## config.mk

```make
export PLATFORM = sky130hd
export DESIGN_NAME = nn_load_sequencer
export DESIGN_NICKNAME = d
export VERILOG_FILES = /design/src/rtl/nn_pkg.sv /design/src/rtl/nn_wrap_counter.sv /design/src/rtl/nn_load_sequencer.sv
export SDC_FILE = /design/constraint.sdc
export NUM_CORES = 1
export LEC_CHECK = 0
export ABC_AREA = 1
export BUFFER_PORTS_ARGS = -buffer_cell sky130_fd_sc_hd__buf_2
export CAP_MARGIN = 0
export CORE_UTILIZATION = 50
export DETAILED_ROUTE_END_ITERATION = 8
export PLACE_DENSITY = 0.76
export SYNTH_ARGS = -nofsm -noshare
export SYNTH_HDL_FRONTEND = slang
export SYNTH_SLANG_ARGS = --single-unit
```

## constraint.sdc

```tcl
create_clock -name clk -period 2 [get_ports clk]
set_clock_uncertainty 0.15 [all_clocks]
set_input_delay 0.4 -clock clk [delete_from_list [all_inputs] [get_ports clk]]
set_output_delay 0.4 -clock clk [all_outputs]
set_load 0.005 [all_outputs]
```

## src/rtl/nn_pkg.sv

```systemverilog
// rtl/nn_pkg.sv - shared state encoding and parameter-layout constants for the perceptron loader
package nn_pkg;

  typedef enum logic [2:0] {
    ST_IDLE     = 3'd0,
    ST_LOAD_PRM = 3'd1,
    ST_LOAD_INP = 3'd2,
    ST_EVAL     = 3'd3,
    ST_DONE     = 3'd4
  } state_t;

  localparam int N_NEURONS_DEF  = 4;
  localparam int N_INPUTS_DEF   = 4;
  localparam int PRM_PER_NEURON = N_INPUTS_DEF + 2;
  localparam int N_PRM_BYTES    = N_NEURONS_DEF * PRM_PER_NEURON;
  localparam int SLOT_BIAS      = 4;
  localparam int SLOT_TH        = 5;

  // Parameter bytes stream neuron-major, so the linear byte count is the address.
  function automatic int prm_addr_of(input int neuron, input int slot);
    return neuron * PRM_PER_NEURON + slot;
  endfunction

endpackage

```

## src/rtl/nn_wrap_counter.sv

```systemverilog
// rtl/nn_wrap_counter.sv - up-counter 0..MAX with clear and a wrap flag on the terminal increment
module nn_wrap_counter #(
  parameter int W   = 5,
  parameter int MAX = 23
) (
  input  logic         clk,
  input  logic         reset,
  input  logic         clr,
  input  logic         inc,
  output logic [W-1:0] count,
  output logic         wrap
);

  localparam logic [W-1:0] MAX_V = W'(MAX);

  assign wrap = inc & (count == MAX_V);

  always_ff @(posedge clk) begin
    if (reset || clr) begin
      count <= '0;
    end else if (inc) begin
      count <= wrap ? '0 : count + 1'b1;
    end
  end

endmodule

```

## src/rtl/nn_load_sequencer.sv

```systemverilog
// rtl/nn_load_sequencer.sv - byte-stream parameter/input loader and evaluate strobe for the 4x4 perceptron
module nn_load_sequencer
  import nn_pkg::*;
#(
  parameter int N_NEURONS   = N_NEURONS_DEF,
  parameter int N_INPUTS    = N_INPUTS_DEF,
  parameter int DATA_W      = 8,
  parameter int EVAL_CYCLES = 2
) (
  input  logic              clk,
  input  logic              reset,
  input  logic              start,
  input  logic              skip_params,
  input  logic              abort,
  input  logic              in_valid,
  input  logic [DATA_W-1:0] in_data,
  output logic              in_ready,
  output logic              prm_we,
  output logic [4:0]        prm_addr,
  output logic [DATA_W-1:0] prm_data,
  output logic              inp_we,
  output logic [1:0]        inp_idx,
  output logic [DATA_W-1:0] inp_data,
  output logic              out_capture,
  output logic              busy,
  output logic              done,
  output logic [2:0]        phase
);

  localparam int N_PRM  = N_NEURONS * (N_INPUTS + 2);
  localparam int WAIT_W = $clog2(EVAL_CYCLES + 1);

  state_t            state;
  logic [WAIT_W-1:0] wait_cnt;
  logic [4:0]        prm_cnt;
  logic [1:0]        inp_cnt;
  logic              prm_wrap, inp_wrap;
  logic              accept, abort_hit, prm_inc, inp_inc;

  assign accept    = in_valid & in_ready;
  assign abort_hit = abort & (state != ST_IDLE);
  assign prm_inc   = accept & (state == ST_LOAD_PRM) & ~abort;
  assign inp_inc   = accept & (state == ST_LOAD_INP) & ~abort;
  assign phase     = state;

  nn_wrap_counter #(.W(5), .MAX(N_PRM - 1)) u_prm_cnt (
    .clk(clk), .reset(reset), .clr(abort_hit), .inc(prm_inc),
    .count(prm_cnt), .wrap(prm_wrap)
  );

  nn_wrap_counter #(.W(2), .MAX(N_INPUTS - 1)) u_inp_cnt (
    .clk(clk), .reset(reset), .clr(abort_hit), .inc(inp_inc),
    .count(inp_cnt), .wrap(inp_wrap)
  );

  always_ff @(posedge clk) begin
    if (reset) begin
      state       <= ST_IDLE;
      wait_cnt    <= '0;
      in_ready    <= 1'b0;
      prm_we      <= 1'b0;
      prm_addr    <= '0;
      prm_data    <= '0;
      inp_we      <= 1'b0;
      inp_idx     <= '0;
      inp_data    <= '0;
      out_capture <= 1'b0;
      busy        <= 1'b0;
      done        <= 1'b0;
    end else begin
      prm_we      <= 1'b0;
      inp_we      <= 1'b0;
      out_capture <= 1'b0;
      done        <= 1'b0;
      // Abort drops any strobe that this edge would otherwise launch.
      if (abort_hit) begin
        state    <= ST_IDLE;
        wait_cnt <= '0;
        in_ready <= 1'b0;
        busy     <= 1'b0;
      end else begin
        case (state)
          ST_IDLE: begin
            if (start) begin
              state    <= skip_params ? ST_LOAD_INP : ST_LOAD_PRM;
              in_ready <= 1'b1;
              busy     <= 1'b1;
            end
          end
          ST_LOAD_PRM: begin
            if (accept) begin
              prm_we   <= 1'b1;
              prm_addr <= prm_cnt;
              prm_data <= in_data;
              if (prm_wrap) state <= ST_LOAD_INP;
            end
          end
          ST_LOAD_INP: begin
            if (accept) begin
              inp_we   <= 1'b1;
              inp_idx  <= inp_cnt;
              inp_data <= in_data;
              if (inp_wrap) begin
                state    <= ST_EVAL;
                in_ready <= 1'b0;
                wait_cnt <= WAIT_W'(EVAL_CYCLES - 1);
              end
            end
          end
          ST_EVAL: begin
            if (wait_cnt == '0) begin
              out_capture <= 1'b1;
              state       <= ST_DONE;
            end else begin
              wait_cnt <= wait_cnt - 1'b1;
            end
          end
          ST_DONE: begin
            done  <= 1'b1;
            busy  <= 1'b0;
            state <= ST_IDLE;
          end
          default: begin
            state    <= ST_IDLE;
            in_ready <= 1'b0;
            busy     <= 1'b0;
          end
        endcase
      end
    end
  end

endmodule

```

Yosys cells after proc, flatten, opt, wreduce, memory -nomap -nowiden:

Cells that the tools add are included.

* flip-flop bits (word level): 41
* latch bits: 0
* bits in writable memories: 0
* ROM bits: 0
* word-level logic and storage cells: 84
* memories: 0

* add/subtract/negate cells: 3
* multipliers: 0
* div/mod/pow operators: 0
* $lt $le $gt $ge: 0
* eq/ne operators: 13
* shift-type cells: 0
* mux-type cells: 22
* bitwise operators: 15
* reductions and logical operators: 17

Operators by type and width (number)
* $mux 3: 6
* $reduce_or 3->1: 5
* $pmux 3 s4: 1
* $mux 2: 5
* $ne 2x2->1 const B: 5
* $and 1x1->1: 8
* $reduce_and 4->1: 2
* $not 1->1: 7
* $eq 3x2->1 const B: 2
* $mux 1: 6
* $reduce_and 3->1: 2
* $reduce_and 6->1: 1
* $add 5x1->5 const B: 1
* $eq 5x5->1 const B: 1
* $mux 5: 1
* $ne 2x1->1 const B: 2
* $pmux 2 s2: 1
* $eq 3x1->1 const B: 1
* $eq 3x3->1 const B: 1
* $logic_not 3->1: 1
* $pmux 1 s3: 1
* $reduce_bool 3->1: 1
* $add 2x1->2 const B: 1
* $eq 2x2->1 const B: 1
* other kinds (7): 7

Longest topological paths before layout:

* word-level depth: 7
* mapped depth: 10
* depth with buffers taken out: 10

Modules after synthesis:

Synthesis repeated with hierarchy kept, for this count alone.

* cells, all modules: 230
* area, all modules: 1730.4 sq um

Modules (own cells, without submodules)
* nn_load_sequencer: instances 1, cells an instance 177, area an instance 1371.3 sq um
* nn_wrap_counter (u_prm_cnt): instances 1, cells an instance 37, area an instance 254.0 sq um
* nn_wrap_counter (u_inp_cnt): instances 1, cells an instance 16, area an instance 105.1 sq um

Worst setup path before layout:

OpenSTA, ideal clock, no wires.

* path type: in2reg
* from: input port in_valid
* to: register wait_cnt[0]
* library setup time: 0.119 ns
* arrival time: 1.198 ns
* path slack: 0.532 ns
* stages on the path: 5
* path buffers: 0
* cell sequence: nand2_1 -> o31ai_2 -> nand2_1 -> o21ai_0 -> a21oi_1

* cells in the longest elaborated chain, start to end: 6

Ends and longest elaborated chain
* start, declared: RTL line nn_load_sequencer.sv:15 `input logic in_valid,`
* $and 1x1->1 *: RTL line nn_load_sequencer.sv:40 `assign accept = in_valid & in_ready;`
* $and 1x1->1 (2 in a row): RTL line nn_load_sequencer.sv:43 `assign inp_inc = accept & (state == ST_LOAD_INP) & ~abort;`
* $and 1x1->1: RTL line nn_wrap_counter.sv:16 `assign wrap = inc & (count == MAX_V);`
* $ne 2x1->1 (no source line)
* $reduce_and 4->1 (no source line) *
* end signal, assigned: RTL line nn_load_sequencer.sv:106 `wait_cnt <= WAIT_W'(EVAL_CYCLES - 1);`
* end signal, assigned: RTL line nn_load_sequencer.sv:115 `wait_cnt <= wait_cnt - 1'b1;`
* end, declared: RTL line nn_load_sequencer.sv:34 `logic [WAIT_W-1:0] wait_cnt;`

Mark *: on every way between the ends. The rest lies on a longest branch, timed or not.
A chain may end at the register's enable or synchronous reset.

Worst setup path after layout:

* from: register state[0] (netlist: phase[0])
* to: register u_prm_cnt.count[4]

* cells in the longest elaborated chain, start to end: 5

Ends and longest elaborated chain
* start, declared: RTL line nn_load_sequencer.sv:33 `state_t state;`
* start signal, assigned: RTL line nn_load_sequencer.sv:85 `state <= skip_params ? ST_LOAD_INP : ST_LOAD_PRM;`
* $eq 3x1->1: RTL line nn_load_sequencer.sv:42 `assign prm_inc = accept & (state == ST_LOAD_PRM) & ~abort;`
* $and 1x1->1 (2 in a row): RTL line nn_load_sequencer.sv:42
* $and 1x1->1: RTL line nn_wrap_counter.sv:16
* $mux 5: RTL line nn_wrap_counter.sv:22 `count <= wrap ? '0 : count + 1'b1;`
* end signal, assigned: RTL line nn_wrap_counter.sv:22
* end, declared: RTL line nn_wrap_counter.sv:10 `output logic [W-1:0] count,`

Several ways; a longest one is shown, not always the timed one.

==> reports/metrics.cfg <==
[die]
die-area_um2=3680
ioPinCount=46
floorplan.die.height_um=60.6
start_util_pct=54.5
rows=20
core_area_um2=3150
fp.dieW_um=60.6

[cells_and_area]
finalNonFillerCells=311
n_antenna_cell=0
drive_above_1_share_pct=27.7
stdcell_area_um2=2060
final_core_util_pct=65.4
fin_nets=283
synthToLayoutAreaGrowth_pct=20.0

[drt]
wirelength_um=3500
firstDrtPassIters=4
post_drt_via_cell_ratio=4.92
wl_per_cell_um=11.3
drc=0
drt_first_iter_violations=83
vias=1529
antenna_left=0

[yosys]
syn_area_um2=1720
synth-xor-area-share_pct=0
synth_top_family_by_area=simple AND/OR/NAND/NOR gates
synthMuxAreaShare_pct=0
synth_compound_area_share_pct=14.6
synth-simple-area-share_pct=28.3
synthAdderAreaFrac_pct=2.18
synth.distinct_cells=29
syn_inst=218
ys_seq_area_share_pct=47.7
synth_area_per_cell_um2=7.89
synth_nets=235
synth_seq_cells=41
yosysWarnings=0

[clocking]
clk_path_buf_depth=2
cts_inserted_buffers=5
cts.sinks=41
post_cts_buffers=0
hold_buffers=0
clockRootBuffer=clkbuf_4
cts_resized=0
clock_latency_ns=0.34
cts_tree=done
clk_pin_slew_ns=0.12
htree_levels=2

[run]
max-cap-violations=0

[sta]
relSlewSlack_pct=73.9
fin_crit_ns=1.69
finalSetupViolations=0
fin_tns_setup_ns=0
finalCritPeriodShare_pct=84.3
tightest_slew_ns=0.389
slew_viol_final=0
hold_viol=0
rsz0062_at_grt=false
fmax_ghz=0.593
whs_ns=0.159
worst_slack_ns=0.313

[worst_setup_path]
startpoint_type=register
critPathMaxStageDelay_ns=0.54
cp.required_ns=2.10
crit_path_end_kind=register
criticalPathCategory=register to register
crit_fanout=18
r2r_slack_ns=0.31
cp_cell_sequence=nand3_2 > nor2_4 > nand2_4 > nor2_1 > o21ai_0 > o211a_1
cp.arrival_ns=1.78
slowest_stage=dfxtp_1

[power]
peakVddDrop_v=0.000698
power.density_nw_per_um2=944
finalPower_mw=1.95
cellLeakagePower_nw=0.954

[global_routing]
track_usage_pct=21.4
use_met3_pct=4.48
grt_pass1_wl_um=5910
grt_pass1_vias=1365
grt.busiest_layer=met2
grt_overflow_total=0
grt_util_met1_pct=29.3
grt_max_degree=19
antenna_found_initial=0
use_met2_pct=33.6

[placed_design]
place_hpwl_um=2490
numPortBuffers=45
dp_cells=303
pre_cts_ws_ns=0.295
dpl_cell_area_um2=1980
gp_congestion=0.824

[worst_hold_path]
hold_path_class=input pin to register

[run_status]
status=finished clean

cell usage in the layout (no fill, tap or decap), drive strengths merged, types with 2 or more instances in the layout:
cell    Yosys  layout
dfxtp      41      41
nor2       20      20
ha          3       3
a21oi      30      30
buf         4      48
inv        20      20
o211a       2       2
nand3      10      10
o21ai       7       7
nor3        3       3
nor4        2       2
clkbuf      3       5
nand2      67      67
registers in the layout (all words and copies together), names as in the netlist, 2 cells and up:
register	count
wait_cnt	2
inp_data	8
prm_data	8
u_prm_cnt.count	5
prm_addr	5
phase	3
u_inp_cnt.count	2
inp_idx	2
synth_stat cells (all sizes together):
library cell	number	area [um2]
nand2	67	259
dfxtp	41	821
a21oi	30	161
inv	20	80.1
nor2	20	100
nand3	10	70.1
o21ai	7	35.0
buf	4	31.3
clkbuf	3	11.3
ha	3	37.5
nor3	3	26.3
nor4	2	12.5
o211a	2	20.0
a211oi	1	7.51
nand4	1	6.26
nor3b	1	12.5
o211ai	1	7.51
o21bai	1	7.51
o31ai	1	12.5
power by group:
| group | switching [mW] | internal [mW] |
|---|---|---|
| Combinational | 0.304 | 0.173 |
| Sequential | 0.0567 | 0.871 |
| Clock | 0.279 | 0.265 |
routing by layer:
metal / wire (um) / part of all wire (%)
met3: 144 / 4.1
met1: 1680 / 48
met4: 40 / 1.1
met2: 1640 / 47
met5: 0 / 0
worst paths after layout:
kind                                  start                  to  depth (start not counted)
worst min register to register  wait_cnt[1]         wait_cnt[1]                          2
worst min-delay path             in_data[5]         prm_data[5]                          3
worst max register to register     phase[0]  u_prm_cnt.count[4]                          6
worst max-delay path               phase[0]  u_prm_cnt.count[4]                          6
area by class of cell:
cell class / count / area [um2]
clock buffer: 5 / 37.5
clock inverter: 3 / 46.3
fill: 307 / 1090
inverter: 20 / 80.1
multi-input combinational: 150 / 776
sequential: 41 / 821
tap: 44 / 55.1
timing repair buffer: 48 / 248
logic make-up after synthesis:
group / count (synthesis)
compound gates: 43
fa+ha+maj: 3
flops: 41
buf+inv: 27
simple gates: 104
worst max-delay path, delay by kind of cell, from the launching register on:
family	cells	cell delay, ns
AOI/OAI and AO/OA	2	0.24
DFF	1	0.54
and+or+nand+nor	4	0.67
(Power assumes the default switching activity.)
